**config.mk**
```make
export PLATFORM = sky130hd
export DESIGN_NAME = step_sequencer_ctrl_flat
export DESIGN_NICKNAME = d
export VERILOG_FILES = /design/src/rtl/step_ctrl_pkg.sv /design/src/rtl/step_sequencer_ctrl_if.sv /design/src/rtl/debounce_sync.sv /design/src/rtl/step_sequencer_ctrl.sv /design/src/flat_wrapper.sv
export SDC_FILE = /design/constraint.sdc
export NUM_CORES = 1
export LEC_CHECK = 0
export ABC_AREA = 1
export BUFFER_PORTS_ARGS = -buffer_cell sky130_fd_sc_hd__buf_2
export CAP_MARGIN = 20
export CORE_AREA = 2 2 88 154
export CTS_CLUSTER_DIAMETER = 150
export CTS_CLUSTER_SIZE = 16
export DETAILED_ROUTE_END_ITERATION = 10
export DIE_AREA = 0 0 90 156
export SLEW_MARGIN = 5
export SYNTH_ARGS = -nofsm -noshare
export SYNTH_HDL_FRONTEND = slang
export SYNTH_SLANG_ARGS = --single-unit
```
**constraint.sdc**
```tcl
create_clock -name clk -period 2 [get_ports clk]
set_input_delay 0.1 -clock clk [delete_from_list [all_inputs] [get_ports clk]]
set_output_delay 0.1 -clock clk [all_outputs]
set_load 0.005 [all_outputs]
```
**src/rtl/step_ctrl_pkg.sv**
```systemverilog
// Shared constants and width helpers for the step sequencer controller.
package step_ctrl_pkg;

  localparam int unsigned CLK_HZ        = 100_000_000;
  localparam int unsigned DB_MS         = 10;
  localparam int unsigned DB_CYCLES_DEF = CLK_HZ / 1000 * DB_MS;
  localparam int unsigned AUTO_DIV_DEF  = CLK_HZ;

  function automatic int unsigned clog2(input int unsigned n);
    int unsigned r;
    r = 0;
    while ((longint'(1) << r) < longint'(n)) r++;
    return r;
  endfunction

  // Register width for a count of n states; never narrower than one bit.
  function automatic int unsigned bits_for(input int unsigned n);
    return (clog2(n) == 0) ? 1 : clog2(n);
  endfunction

endpackage

```
**src/rtl/step_sequencer_ctrl_if.sv**
```systemverilog
// Board-side signal bundle: raw buttons/switch in, counter and LED drive out.
interface step_sequencer_ctrl_if #(
  parameter int unsigned CNT_W = 2
);
  logic             btn_step;
  logic             btn_mode;
  logic             sw_clear;
  logic [CNT_W-1:0] cnt;
  logic             step;
  logic             carry;
  logic             z_led;
  logic             auto_mode;

  modport master (
    output btn_step, btn_mode, sw_clear,
    input  cnt, step, carry, z_led, auto_mode
  );

  modport slave (
    input  btn_step, btn_mode, sw_clear,
    output cnt, step, carry, z_led, auto_mode
  );
endinterface

```
**src/rtl/debounce_sync.sv**
```systemverilog
// 2-FF synchronizer, stability-count debouncer and rising-edge pulse for one raw input.
module debounce_sync
  import step_ctrl_pkg::*;
#(
  parameter int unsigned DB_CYCLES = DB_CYCLES_DEF
) (
  input  logic clk,
  input  logic rst,
  input  logic din,
  output logic level,
  output logic rise
);

  localparam int unsigned      CW      = bits_for(DB_CYCLES);
  localparam logic [CW-1:0]    CntLast = CW'(DB_CYCLES - 1);

  logic [1:0]    sync_q;
  logic          level_q, level_d;
  logic          prev_q;
  logic [CW-1:0] cnt_q, cnt_d;

  always_ff @(posedge clk or posedge rst) begin
    if (rst) begin
      sync_q  <= '0;
      level_q <= 1'b0;
      prev_q  <= 1'b0;
      cnt_q   <= '0;
    end else begin
      sync_q  <= {sync_q[0], din};
      level_q <= level_d;
      prev_q  <= level_q;
      cnt_q   <= cnt_d;
    end
  end

  // Any cycle where the input agrees with the level restarts the stability count.
  always_comb begin
    level_d = level_q;
    cnt_d   = '0;
    if (sync_q[1] != level_q) begin
      if (cnt_q == CntLast) begin
        level_d = ~level_q;
      end else begin
        cnt_d = cnt_q + 1'b1;
      end
    end
  end

  assign level = level_q;
  assign rise  = level_q & ~prev_q;

endmodule

```
**src/rtl/step_sequencer_ctrl.sv**
```systemverilog
// Modulo-N step counter controller: merges manual and auto-step requests, with clear priority.
module step_sequencer_ctrl
  import step_ctrl_pkg::*;
#(
  parameter int unsigned DB_CYCLES = DB_CYCLES_DEF,
  parameter int unsigned AUTO_DIV  = AUTO_DIV_DEF,
  parameter int unsigned CNT_MOD   = 4,
  parameter int unsigned CNT_W     = bits_for(CNT_MOD)
) (
  input logic                  clk,
  input logic                  rst,
  step_sequencer_ctrl_if.slave bus
);

  if (CNT_MOD < 2 || longint'(CNT_MOD) > (longint'(1) << CNT_W)) begin : g_bad_cnt_mod
    $error("step_sequencer_ctrl: CNT_MOD must lie in [2, 2**CNT_W]");
  end

  localparam int unsigned      PW      = bits_for(AUTO_DIV);
  localparam logic [PW-1:0]    PreLast = PW'(AUTO_DIV - 1);
  localparam logic [CNT_W-1:0] CntLast = CNT_W'(CNT_MOD - 1);

  logic step_level, step_rise;
  logic mode_level, mode_rise;
  logic unused_levels;

  debounce_sync #(.DB_CYCLES(DB_CYCLES)) u_db_step (
    .clk   (clk),
    .rst   (rst),
    .din   (bus.btn_step),
    .level (step_level),
    .rise  (step_rise)
  );

  debounce_sync #(.DB_CYCLES(DB_CYCLES)) u_db_mode (
    .clk   (clk),
    .rst   (rst),
    .din   (bus.btn_mode),
    .level (mode_level),
    .rise  (mode_rise)
  );

  assign unused_levels = step_level ^ mode_level;

  logic [1:0]       clr_sync_q;
  logic             auto_q, auto_d;
  logic [PW-1:0]    presc_q, presc_d;
  logic [CNT_W-1:0] cnt_q, cnt_d;
  logic             step_q, step_d;
  logic             carry_q, carry_d;
  logic             z_q, z_d;
  logic             clear, auto_tick, req, wrap;

  always_ff @(posedge clk or posedge rst) begin
    if (rst) begin
      clr_sync_q <= '0;
      auto_q     <= 1'b0;
      presc_q    <= '0;
      cnt_q      <= '0;
      step_q     <= 1'b0;
      carry_q    <= 1'b0;
      z_q        <= 1'b0;
    end else begin
      clr_sync_q <= {clr_sync_q[0], bus.sw_clear};
      auto_q     <= auto_d;
      presc_q    <= presc_d;
      cnt_q      <= cnt_d;
      step_q     <= step_d;
      carry_q    <= carry_d;
      z_q        <= z_d;
    end
  end

  always_comb begin
    clear     = clr_sync_q[1];
    auto_tick = auto_q && !clear && (presc_q == PreLast);
    req       = step_rise | auto_tick;
    wrap      = (cnt_q == CntLast);
    auto_d    = auto_q ^ mode_rise;

    presc_d = presc_q;
    if (clear || mode_rise) begin
      presc_d = '0;
    end else if (auto_q) begin
      presc_d = (presc_q == PreLast) ? '0 : presc_q + 1'b1;
    end

    // Clear wins and drops any request of that cycle; coincident requests merge.
    cnt_d   = cnt_q;
    z_d     = z_q;
    step_d  = 1'b0;
    carry_d = 1'b0;
    if (clear) begin
      cnt_d = '0;
      z_d   = 1'b0;
    end else if (req) begin
      cnt_d   = wrap ? '0 : cnt_q + 1'b1;
      step_d  = 1'b1;
      carry_d = wrap;
      z_d     = wrap;
    end
  end

  assign bus.cnt       = cnt_q;
  assign bus.step      = step_q;
  assign bus.carry     = carry_q;
  assign bus.z_led     = z_q;
  assign bus.auto_mode = auto_q;

endmodule

```
**src/flat_wrapper.sv**
```systemverilog
// flat-port wrapper written by rule: the top's interface ports become plain ports
module step_sequencer_ctrl_flat import step_ctrl_pkg::*;
#(
  parameter int unsigned DB_CYCLES = DB_CYCLES_DEF,
  parameter int unsigned AUTO_DIV  = AUTO_DIV_DEF,
  parameter int unsigned CNT_MOD   = 4,
  parameter int unsigned CNT_W     = bits_for(CNT_MOD)
)
  (clk, rst, bus_btn_step, bus_btn_mode, bus_sw_clear, bus_cnt, bus_step, bus_carry, bus_z_led, bus_auto_mode);
  step_sequencer_ctrl_if #(.CNT_W(CNT_W)) bus_i ();
  input logic clk;
  input logic rst;
  input wire logic [$bits(bus_i.btn_step)-1:0] bus_btn_step;
  input wire logic [$bits(bus_i.btn_mode)-1:0] bus_btn_mode;
  input wire logic [$bits(bus_i.sw_clear)-1:0] bus_sw_clear;
  output wire logic [$bits(bus_i.cnt)-1:0] bus_cnt;
  output wire logic [$bits(bus_i.step)-1:0] bus_step;
  output wire logic [$bits(bus_i.carry)-1:0] bus_carry;
  output wire logic [$bits(bus_i.z_led)-1:0] bus_z_led;
  output wire logic [$bits(bus_i.auto_mode)-1:0] bus_auto_mode;
  assign bus_i.btn_step = bus_btn_step;
  assign bus_i.btn_mode = bus_btn_mode;
  assign bus_i.sw_clear = bus_sw_clear;
  assign bus_cnt = bus_i.cnt;
  assign bus_step = bus_i.step;
  assign bus_carry = bus_i.carry;
  assign bus_z_led = bus_i.z_led;
  assign bus_auto_mode = bus_i.auto_mode;
  step_sequencer_ctrl #(.DB_CYCLES(DB_CYCLES), .AUTO_DIV(AUTO_DIV), .CNT_MOD(CNT_MOD), .CNT_W(CNT_W)) u_core (.clk(clk), .rst(rst), .bus(bus_i));
endmodule
```
==> reports/qor.yml, run 1 <==
status: "complete, no violations"
worst_hold_path_class: "input pin to asynchronous set/reset pin"
first_global_vias: 3738
power.total_mw: 3.56
grt_start_max_net_pins: 65
floorplan.rows: 55
timing.final.max_slew_violations: 0
postSynth.asyncResetShare: 1.00
layout.cells.most_common: "sky130_fd_sc_hd__nand2_1"
synth_compound_gate_area_share: 0.0307
pin_count: 11
height_of_the_die_um: 156
cts_tree: "built"
grt-ovfl-total: 0
synth_cell_types: 26
path_max_fanout: 8
timing.critical_path.to_type: "flop"
post_synthesis_share_of_cell_area_spent_on_full_adders_half_adders_and_majority_gates: 0.0114
ys_warn_count: 0
globalRouteTotalUtil: 0.153
setup.reg_to_reg.worst_slack_ns: 0.24
cp_data_required_time_ns: 2.21
post_layout_nonfiller_instances: 785
synthMuxAreaShare: 0
global_route.usage.met3: 0.0304
wl_per_cell_um: 12.9
final_layout_size_suffix_gt1_frac: 0.0961
insertedDiodeCount: 0
slew_headroom: 0.667
dr.pass1.iters: 4
worst_r2r_startpoint: "u_core.u_db_mode.cnt_q[0]"
grt_busiest_layer: "met2"
min_period_ns: 1.76
critPathLaunchType: "flop"
routed-via-count: 3724
vdd_ir_drop_max_mv: 0.377
grt_use_met2: 0.288
grt_util_met1: 0.162
via_per_inst: 4.74
finalSetupViolCount: 0
drv.max_cap_violation_count: 0
port-buffer-count: 10
period_share: 0.881
report.final.hold_viol_count: 0
setup_total_negative_slack_ns: 0
remaining_drc_errors: 0
fin_skew_ns: 0.00755
grt_antenna_before_repair: 0
sequential_element_share_of_the_synthesized_area: 0.471
tritoncts.num_buffers: 9
cts_root_buf: "sky130_fd_sc_hd__clkbuf_16"
placeable_core_region_um2: 12800
category_of_the_most_critical_setup_path: "flop to flop"
whs_ns: 0.345
power.leakage_nw: 2.22
layout_fillers: 1322
yosys.area.top_type: "sky130_fd_sc_hd__dfrtp_1"
drt_iter0_drc: 171
fp.dieW_um: 90
rsz0062_at_grt: "no"
post-place-ws_ns: 0.155
routabilityCongestion: 0.877
multi_input_comb_area_um2: 1980
cts.path.max_buffers: 2
detailed_placement_wirelength_estimate_um: 7650
global_route_wire_length_before_repair_um: 17200
worstSkewPairLatency_ns: 0.33
synth_nets: 592
xor_xnor_fraction_of_synth_area: 0.0477
max_slew.worst_pin.slew_ns: 0.498
ant_nets: 0
start_util: 0.344
register_area_um2: 2080
post-route-worst-setup-slack_ns: 0.238
layout.nets: 619
routed_wirelength_um: 10100
dpl.cell_count: 766
clock_sink_count: 83
clkTransAtPathRegs_ns: 0.06
max_clock_freq_mhz: 567
rr_worst_depth: 8
syn_std_cell_area_um2: 4410
post_synthesis_average_cell_area_um2: 7.56
syn_to_final_growth_pct: 14.5
power_density_nw_per_um2: 707
synth_ff_type: "sky130_fd_sc_hd__dfrtp_1"
leading_cell_types_by_total_area_after_synthesis: "sky130_fd_sc_hd__dfrtp_1, sky130_fd_sc_hd__nand2_1, sky130_fd_sc_hd__nor2_1"
top_cell_type_s_share_of_synthesized_area: 0.471
layout_common_cells: "sky130_fd_sc_hd__nand2_1, sky130_fd_sc_hd__nor2_1, sky130_fd_sc_hd__dfrtp_1"
synthCells: 583
synth_edf_count: 0
arrival_ns: 1.98
combinational_family_with_the_most_area_after_synthesis: "simple AND/OR/NAND/NOR gates"
synth_seq_cells: 83
cts_htree_levels: 3
die_area_um2: 14000
worstReg2RegEnd: "u_core.u_db_mode.cnt_q[17]"
synthSimpleGateAreaFrac: 0.358
metrics by stage:
step	instance area (um2)	utilization
finish	5040	0.394
global route	5040	0.394
CTS	5040	0.394
detailed placement	4690	0.366
global placement	4690	0.366
floorplan	4410	-
worst max-delay path by stage:
stage / startpoint / to / cells after the start
6_report: u_core.u_db_mode.cnt_q[0] / u_core.u_db_mode.cnt_q[17] / 8
5_1_grt: u_core.u_db_mode.cnt_q[0] / u_core.u_db_mode.cnt_q[17] / 8
4_1_cts: u_core.u_db_mode.cnt_q[0] / u_core.u_db_mode.cnt_q[17] / 8
3_5_place_dp: u_core.u_db_mode.cnt_q[0] / u_core.u_db_mode.cnt_q[17] / 8
3_3_place_gp: u_core.u_db_mode.cnt_q[0] / u_core.u_db_mode.cnt_q[19] / 8
2_1_floorplan: u_core.presc_q[0] / u_core.presc_q[12] / 11
Yosys cell counts, types with 2 or more instances:
cell type,number
sky130_fd_sc_hd__xor2_1,19
sky130_fd_sc_hd__nand4_1,20
sky130_fd_sc_hd__dfrtp_1,83
sky130_fd_sc_hd__nand2_1,138
sky130_fd_sc_hd__nor3_1,29
sky130_fd_sc_hd__ha_1,4
sky130_fd_sc_hd__nor2_4,2
sky130_fd_sc_hd__nand3_1,39
sky130_fd_sc_hd__nand3_2,2
sky130_fd_sc_hd__nand2_2,4
sky130_fd_sc_hd__nor2_1,105
sky130_fd_sc_hd__xnor2_1,5
sky130_fd_sc_hd__o21ai_0,9
sky130_fd_sc_hd__inv_1,81
sky130_fd_sc_hd__a21oi_1,17
sky130_fd_sc_hd__nor2_2,16
registers in the layout (all words and copies together) (netlist names), 2 cells and up:
name                     cells
u_core.u_db_mode.cnt_q      20
u_core.u_db_mode.sync_q      2
u_core.u_db_step.sync_q      2
u_core.bus.cnt               2
u_core.clr_sync_q            2
u_core.u_db_step.cnt_q      20
u_core.presc_q              27
cell families after synthesis:
| group | Yosys count |
|---|---|
| DFF | 83 |
| adders and majority gates | 4 |
| AOI/OAI and AO/OA | 27 |
| and+or+nand+nor | 359 |
| xor gates and xnor gates | 24 |
| buffers and inverters | 86 |
critical path: stages, from the launching register on:
cell and delay [ns]:
sky130_fd_sc_hd__dfrtp_1 0.38, sky130_fd_sc_hd__ha_1 0.20, sky130_fd_sc_hd__nand3_1 0.17, sky130_fd_sc_hd__nor3_1 0.26, sky130_fd_sc_hd__nand3_1 0.19, sky130_fd_sc_hd__nand2_2 0.20, sky130_fd_sc_hd__inv_1 0.11, sky130_fd_sc_hd__nand2_1 0.08
sky130_fd_sc_hd__nor2_1 0.04
layout make-up:
cell class	count	area share
clock buffer	12	0.0528
clock inverter	3	0.00918
inverter	82	0.0628
multi-input combinational	414	0.392
sequential	83	0.412
tap	171	0.0424
timing repair buffer	20	0.0293
power by group:
part	switching (mW)	internal, mW	total (mW)
registers	0.0117	1.69	1.71
clock network	0.665	1.07	1.73
logic	0.0897	0.0365	0.126
total	0.767	2.80	3.56
routing by layer:
layer  up-vias  part of all wire
met4         0             0.026
met3        18             0.022
met5         -                 0
met1      1771              0.41
met2        52              0.54
li1       1883                 -
repair_timing:
item	4_1_cts	5_1_grt
gates resized for setup	0	1
setup endpoints to repair	0	9
setup buffers	0	0
hold buffers	4	0
hold endpoints to repair	22	0
(Power assumes the default switching activity.)
==> run 2: changes to the inputs <==
--- a/config.mk
+++ b/config.mk
@@ -8,12 +8,13 @@
 export ABC_AREA = 1
 export BUFFER_PORTS_ARGS = -buffer_cell sky130_fd_sc_hd__buf_2
 export CAP_MARGIN = 20
-export CORE_AREA = 2 2 88 154
+export CORE_AREA = 2 2 92 160
 export CTS_CLUSTER_DIAMETER = 150
 export CTS_CLUSTER_SIZE = 16
 export DETAILED_ROUTE_END_ITERATION = 10
-export DIE_AREA = 0 0 90 156
+export DIE_AREA = 0 0 94 162
 export SLEW_MARGIN = 5
 export SYNTH_ARGS = -nofsm -noshare
 export SYNTH_HDL_FRONTEND = slang
+export SYNTH_HIERARCHICAL = 1
 export SYNTH_SLANG_ARGS = --single-unit
==> run 2 against run 1 <==
Worst setup slack improved by 0.031 ns. Clock power barely moved. Register-to-register slack improved by 0.03 ns. Area after synthesis rose by 8.3%. Clock-buffer cell count fell by 3. Wire length rose by 11%. Combinational power barely moved. Flip-flop and latch count did not move. Total power fell by 0.77%. Critical endpoint is now u_core/presc_q[15]. Highest routed layer unchanged.
==> reports/qor.yml, run 2 <==
synth_edf_count: 0  # unchanged
globalRouteTotalUtil: 0.160  # +0.00723
ant_nets: 0  # unchanged
post_synthesis_average_cell_area_um2: 7.60  # +0.56%
worst_hold_path_class: "flop to flop"
report.final.hold_viol_count: 0  # unchanged
clock_sink_count: 83  # unchanged
layout.nets: 668  # +7.9%
syn_std_cell_area_um2: 4770  # +8.3%
grt_antenna_before_repair: 0  # unchanged
critical_path.slowest_cell: "sky130_fd_sc_hd__dfrtp_1"
insertedDiodeCount: 0  # unchanged
cts.path.max_buffers: 2  # unchanged
final_area_um2: 5430  # +7.7%
max_slew.worst_pin.slew_ns: 0.396  # -0.102 ns
power.leakage_nw: 2.40  # +7.8%
synthCells: 628  # +7.7%
critical_path.max_stage_delay_ns: 0.42  # +0.04 ns
post-synth-top-count-cell: "sky130_fd_sc_hd__nand2_1"
period_share: 0.866  # -0.0157
critical-path-top-delay-family: "simple AND/OR/NAND/NOR gates"
layout_fillers: 1429  # +8.1%
cts_setup_buffers: 0  # unchanged
drt_iter0_drc: 178  # +4.1%
routabilityCongestion: 0.959  # +9.4%
syn_to_final_growth_pct: 13.8
routed-via-count: 4138  # +11%
cp_data_required_time_ns: 2.27  # +0.06 ns
post_layout_nonfiller_instances: 841  # +7.1%
post-place-ws_ns: 0.0985  # -0.0565 ns
height_of_the_die_um: 162  # +3.8%
status: "complete, no violations"
min_period_ns: 1.73  # -0.0314 ns
die_area_um2: 15200  # +8.5%
power_density_nw_per_um2: 651  # -7.8%
largest-register: "u_core/presc_q"
final_layout_size_suffix_gt1_frac: 0.161  # +0.0651
clkTransAtPathRegs_ns: 0.07  # about the same
path_max_fanout: 15  # +7
detailed_placement_wirelength_estimate_um: 8760  # +15%
timing.final.max_slew_violations: 0  # unchanged
synth_nets: 637  # +7.6%
port-buffer-count: 10  # unchanged
worstSkewPairLatency_ns: 0.34  # about the same
layout_common_cells: "sky130_fd_sc_hd__nand2_1, sky130_fd_sc_hd__nor2_1, sky130_fd_sc_hd__dfrtp_1"
cts_htree_levels: 3  # unchanged
rsz0062_at_grt: "no"
grt-ovfl-total: 0  # unchanged
path_buf_inv: 3  # +2
setup_total_negative_slack_ns: 0  # unchanged
leading_cell_types_by_total_area_after_synthesis: "sky130_fd_sc_hd__dfrtp_1, sky130_fd_sc_hd__nand2_1, sky130_fd_sc_hd__nor2_1"
postSynth.asyncResetShare: 1.00  # unchanged
power.total_mw: 3.54  # -0.77%
category_of_the_most_critical_setup_path: "flop to flop"
largest_reg_flops: 27  # unchanged
first_global_vias: 4404  # +18%
reg.largest.list: "u_core/presc_q (27), u_core/u_db_mode/cnt_q (20), u_core/u_db_step/cnt_q (20)"
critPathLaunchType: "flop"
slew_headroom: 0.734  # +0.0669
arrival_ns: 2.00  # +0.02 ns
multi_input_comb_area_um2: 2390  # +21%
cts_tree: "built"
synth_seq_cells: 83  # unchanged
grt_start_max_net_pins: 25  # -62%
pin_count: 11  # unchanged
layout.cells.most_common: "sky130_fd_sc_hd__nand2_1"
max_clock_freq_mhz: 578  # +1.8%
dr.pass1.iters: 5  # +1
synthTopCellsByCount: "sky130_fd_sc_hd__nand2_1, sky130_fd_sc_hd__nor2_1, sky130_fd_sc_hd__dfrtp_1"
global_route_wire_length_before_repair_um: 19400  # +13%
synth_cell_types: 31  # +19%
wl_per_cell_um: 13.3  # +3.3%
via_per_inst: 4.92  # +3.7%
fin_skew_ns: 0.00531  # -0.00224 ns
routed_wirelength_um: 11200  # +11%
yosys.area.top_type: "sky130_fd_sc_hd__dfrtp_1"
dpl.cell_count: 821  # +7.2%
placeable_core_region_um2: 13900  # +8.7%
fp.dieW_um: 94  # +4.4%
finalSetupViolCount: 0  # unchanged
sequential_element_share_of_the_synthesized_area: 0.435  # -0.0362
cts_root_buf: "sky130_fd_sc_hd__clkbuf_16"
ys_warn_count: 6  # +6
synth_ff_type: "sky130_fd_sc_hd__dfrtp_1"
placedInstanceArea_um2: 5080  # +8.5%
timing.critical_path.to_type: "flop"
start_util: 0.343  # -0.00105
drv.max_cap_violation_count: 0  # unchanged
post-route-worst-setup-slack_ns: 0.269  # +0.0314 ns
top_cell_type_s_share_of_synthesized_area: 0.435  # -0.0362
crit_path_cell_trace: "inv_1 > nor2_2 > nor2_4 > nand2_2 > buf_4 > nand2_4 > clkinv_2 > nor2_1"
remaining_drc_errors: 0  # unchanged
register_area_um2: 2080  # unchanged
vdd_ir_drop_max_mv: 0.335  # -11%
floorplan.rows: 57  # +3.6%
tritoncts.num_buffers: 9  # unchanged
==> run 2: changes by cell type after synthesis, sizes merged, moves of 2 or more <==
cell / previous run / this run
a21oi: 17 / 9
inv: 81 / 74
nand2: 143 / 156
nand3: 41 / 45
nand3b: 1 / 5
nor2: 123 / 163
nor3: 29 / 13
nor3b: 1 / 5
o21ai: 10 / 14
or2: 0 / 2
xor2: 19 / 24
==> run 2: stage by stage <==
stage / hold slack, ns / utilization
3_5_place_dp: 0.171 / 0.366
3_3_place_gp: 0.164 / 0.366
2_1_floorplan: 0.115 / -
4_1_cts: 0.354 / 0.390
6_report: 0.352 / 0.390
5_1_grt: 0.362 / 0.390
==> run 2: what timing repair did <==
| item | 4_1_cts | 5_1_grt |
|---|---|---|
| gates resized for setup | 0 | 2 |
| endpoints found under the hold margin | 86 | 0 |
| setup endpoints to repair | 0 | 13 |
| hold buffers | 4 | 0 |
==> run 2: logic make-up after synthesis <==
logic type	after synthesis	share of synthesized area
buffers and inverters	78	0.0650
flip-flops	83	0.435
adder cells (fa/ha/maj)	4	0.0105
AO/OA/AOI/OAI	25	0.0270
AND/OR/NAND/NOR	409	0.406
XOR/XNOR	29	0.0564
==> run 2: final timing paths <==
check	startpoint	endpoint	slack, ns	cells past startpoint
max	u_core/u_db_mode/level	u_core/presc_q[15]	0.27	8
min	u_core/u_db_step/sync_q[0]	u_core/u_db_step/sync_q[1]	0.35	0
max reg2reg	u_core/u_db_mode/level	u_core/presc_q[15]	0.27	8
min reg2reg	u_core/u_db_step/sync_q[0]	u_core/u_db_step/sync_q[1]	0.35	0
max in group asynchronous	rst	u_core/presc_q[12]	1.35	4
min in group asynchronous	rst	u_core/bus.cnt[1]	0.36	4
==> run 2: cell type report <==
class	instances	share of cell area
Inverter	75	0.0521
Sequential cell	83	0.382
Tap cell	177	0.0408
Timing Repair Buffer	23	0.0290
Multi-Input combinational cell	467	0.440
Clock inverter	7	0.0138
Clock buffer	9	0.0415
==> run 2: metal layers <==
metal  global-route usage  share of wire  wire (um)
met5                    0              0          0
met4               0.0988          0.057        642
met3               0.0241          0.027        302
met2                0.304           0.54       6090
met1                0.156           0.37       4190
==> run 2: worst register-to-register path: cells and delay by family, from the launching register on <==
| kind | cells | cell delay (ns) |
|---|---|---|
| flops | 1 | 0.42 |
| buf+inv | 3 | 0.53 |
| simple gates | 5 | 0.70 |
==> run 2: power by group <==
| group | switching, mW | internal, mW |
|---|---|---|
| clock network | 0.726 | 0.979 |
| registers | 0.0118 | 1.69 |
| logic | 0.0898 | 0.0355 |
| total | 0.828 | 2.71 |
==> run 3: changes to the inputs <==
--- a/config.mk
+++ b/config.mk
@@ -9,6 +9,7 @@
 export BUFFER_PORTS_ARGS = -buffer_cell sky130_fd_sc_hd__buf_2
 export CAP_MARGIN = 20
 export CORE_AREA = 2 2 92 160
+export CTS_BUF_LIST = sky130_fd_sc_hd__clkbuf_4 sky130_fd_sc_hd__clkbuf_8
 export CTS_CLUSTER_DIAMETER = 150
 export CTS_CLUSTER_SIZE = 16
 export DETAILED_ROUTE_END_ITERATION = 10
==> run 3 against run 2 <==
Clock-buffer cell count stayed put. Clock skew increased by 0.0019 ns. Fmax shrank 0.79%. Total power decreased by 13%. Sequential power about the same. Largest power group unchanged. Clock power shrank 26%. Register-to-register slack hardly changed. Combinational power hardly changed. Worst setup slack worse by 0.014 ns. First-iteration DRC count fell by 1.7%. Wire length shrank 0.61%. Non-clock buffer count stayed put.
==> reports/qor.yml, run 3 (synthesis results as in run 2) <==
grt-ovfl-total: 0  # unchanged
grt_busiest_layer: "met2"
cts_htree_levels: 3  # unchanged
final_area_um2: 5330  # -1.9%
layout_common_cells: "sky130_fd_sc_hd__nand2_1, sky130_fd_sc_hd__nor2_1, sky130_fd_sc_hd__dfrtp_1"
layout_fillers: 1442  # +0.91%
cts_setup_buffers: 0  # unchanged
fp.dieW_um: 94  # unchanged
report.final.hold_viol_count: 0  # unchanged
global_route.usage.met3: 0.0329  # +0.00881
wl_per_cell_um: 13.3  # -0.61%
post-place-ws_ns: 0.0985  # unchanged
cp_data_required_time_ns: 2.29  # +0.02 ns
cts_root_buf: "sky130_fd_sc_hd__clkbuf_8"
clock_sink_count: 83  # unchanged
drt_iter0_drc: 175  # -1.7%
status: "complete, no violations"
worst_hold_path_class: "input pin to asynchronous set/reset pin"
global_route_wire_length_before_repair_um: 19400  # -0.10%
dpl.cell_count: 821  # unchanged
drv.max_cap_violation_count: 0  # unchanged
reg.largest.list: "u_core/presc_q (27), u_core/u_db_mode/cnt_q (20), u_core/u_db_step/cnt_q (20)"
layout.nets: 668  # unchanged
rsz0062_at_grt: "no"
syn_to_final_growth_pct: 11.6
via_per_inst: 4.89  # -0.68%
min_period_ns: 1.74  # +0.0139 ns
floorplan.rows: 57  # unchanged
routed-via-count: 4110  # -0.68%
slew_headroom: 0.739  # +0.00505
remaining_drc_errors: 0  # unchanged
fin_skew_ns: 0.00717  # +0.00186 ns
final_layout_size_suffix_gt1_frac: 0.161  # unchanged
post_layout_nonfiller_instances: 841  # unchanged
ant_nets: 0  # unchanged
cts_tree: "built"
max_clock_freq_mhz: 573  # -0.79%
path_max_fanout: 15  # unchanged
grt_util_met1: 0.155  # -0.000297
cts.path.max_buffers: 2  # unchanged
timing.critical_path.to_type: "flop"
power_density_nw_per_um2: 579  # -11%
max_slew.worst_pin.slew_ns: 0.388  # -0.00752 ns
die_area_um2: 15200  # unchanged
detailed_placement_wirelength_estimate_um: 8760  # unchanged
grt_use_met2: 0.303  # -0.00130
category_of_the_most_critical_setup_path: "flop to flop"
routabilityCongestion: 0.959  # unchanged
layout.cells.most_common: "sky130_fd_sc_hd__nand2_1"
start_util: 0.343  # unchanged
largest_reg_flops: 27  # unchanged
worstSkewPairLatency_ns: 0.36  # +0.02 ns
setup_total_negative_slack_ns: 0  # unchanged
globalRouteTotalUtil: 0.160  # -0.000192
routed_wirelength_um: 11200  # -0.61%
timing.final.max_slew_violations: 0  # unchanged
height_of_the_die_um: 162  # unchanged
critPathLaunchType: "flop"
finalCoreUtilization: 0.383  # -0.00729
clkTransAtPathRegs_ns: 0.09  # +0.02 ns
vdd_ir_drop_max_mv: 0.275  # -18%
placeable_core_region_um2: 13900  # unchanged
grt_start_max_net_pins: 25  # unchanged
first_global_vias: 4387  # -0.39%
finalSetupViolCount: 0  # unchanged
pin_count: 11  # unchanged
insertedDiodeCount: 0  # unchanged
arrival_ns: 2.03  # +0.03 ns
placedInstanceArea_um2: 5080  # unchanged
port-buffer-count: 10  # unchanged
largest-register: "u_core/presc_q"
period_share: 0.872  # +0.00693
tritoncts.num_buffers: 9  # unchanged
power.leakage_nw: 2.35  # -1.9%
dr.pass1.iters: 5  # unchanged
grt_antenna_before_repair: 0  # unchanged
post-route-worst-setup-slack_ns: 0.255  # -0.0139 ns
run 3: repair_timing:
item                                   in CTS  in global routing
endpoints found under the hold margin      86                  0
gates resized for setup                     0                  2
setup endpoints to repair                   0                 13
hold buffers                                4                  0
run 3: report_power, final:
group          switching, mW  internal (mW)  leakage (nW)
logic                 0.0900         0.0355          1.11
registers             0.0117           1.69          1.14
clock network          0.666          0.589         0.104
run 3: cell type report:
| class | instances | area, um2 | share of cell area |
|---|---|---|---|
| Clock buffer | 9 | 124 | 0.0232 |
| Clock inverter | 7 | 75.1 | 0.0141 |
| Inverter | 75 | 283 | 0.0531 |
| Multi-Input combinational cell | 467 | 2390 | 0.449 |
| Sequential cell | 83 | 2080 | 0.390 |
| Tap cell | 177 | 221 | 0.0416 |
| Timing Repair Buffer | 23 | 158 | 0.0296 |
run 3: critical path: stages (launching register included):
cell                       delay [ns]
sky130_fd_sc_hd__dfrtp_1         0.43
sky130_fd_sc_hd__inv_1           0.11
sky130_fd_sc_hd__nor2_2          0.07
sky130_fd_sc_hd__nor2_4          0.17
sky130_fd_sc_hd__nand2_2         0.16
sky130_fd_sc_hd__buf_4           0.18
sky130_fd_sc_hd__nand2_4         0.12
sky130_fd_sc_hd__clkinv_2        0.24
sky130_fd_sc_hd__nor2_1          0.19
run 3: final timing paths:
check	cells past startpoint	start	to	slack, ns
min in group clk	0	u_core/u_db_step/sync_q[0]	u_core/u_db_step/sync_q[1]	0.36
max in group asynchronous	4	rst	u_core/presc_q[19]	1.37
setup reg to reg	8	u_core/u_db_mode/level	u_core/presc_q[15]	0.26
hold reg to reg	0	u_core/u_db_step/sync_q[0]	u_core/u_db_step/sync_q[1]	0.36
setup / recovery	8	u_core/u_db_mode/level	u_core/presc_q[15]	0.26
hold / removal	4	rst	u_core/bus.cnt[1]	0.33
run 3: stage by stage:
stage	hold WS, ns	total power, mW
floorplan	0.115	1.82
global placement	0.164	1.86
detailed placement	0.171	1.86
CTS	0.321	3.14
global route	0.343	3.24
finish	0.331	3.08
run 3: layer usage:
layer	share of wire	wire, um
met1	0.37	4120
met2	0.56	6210
met3	0.030	339
met4	0.044	487
met5	0	0
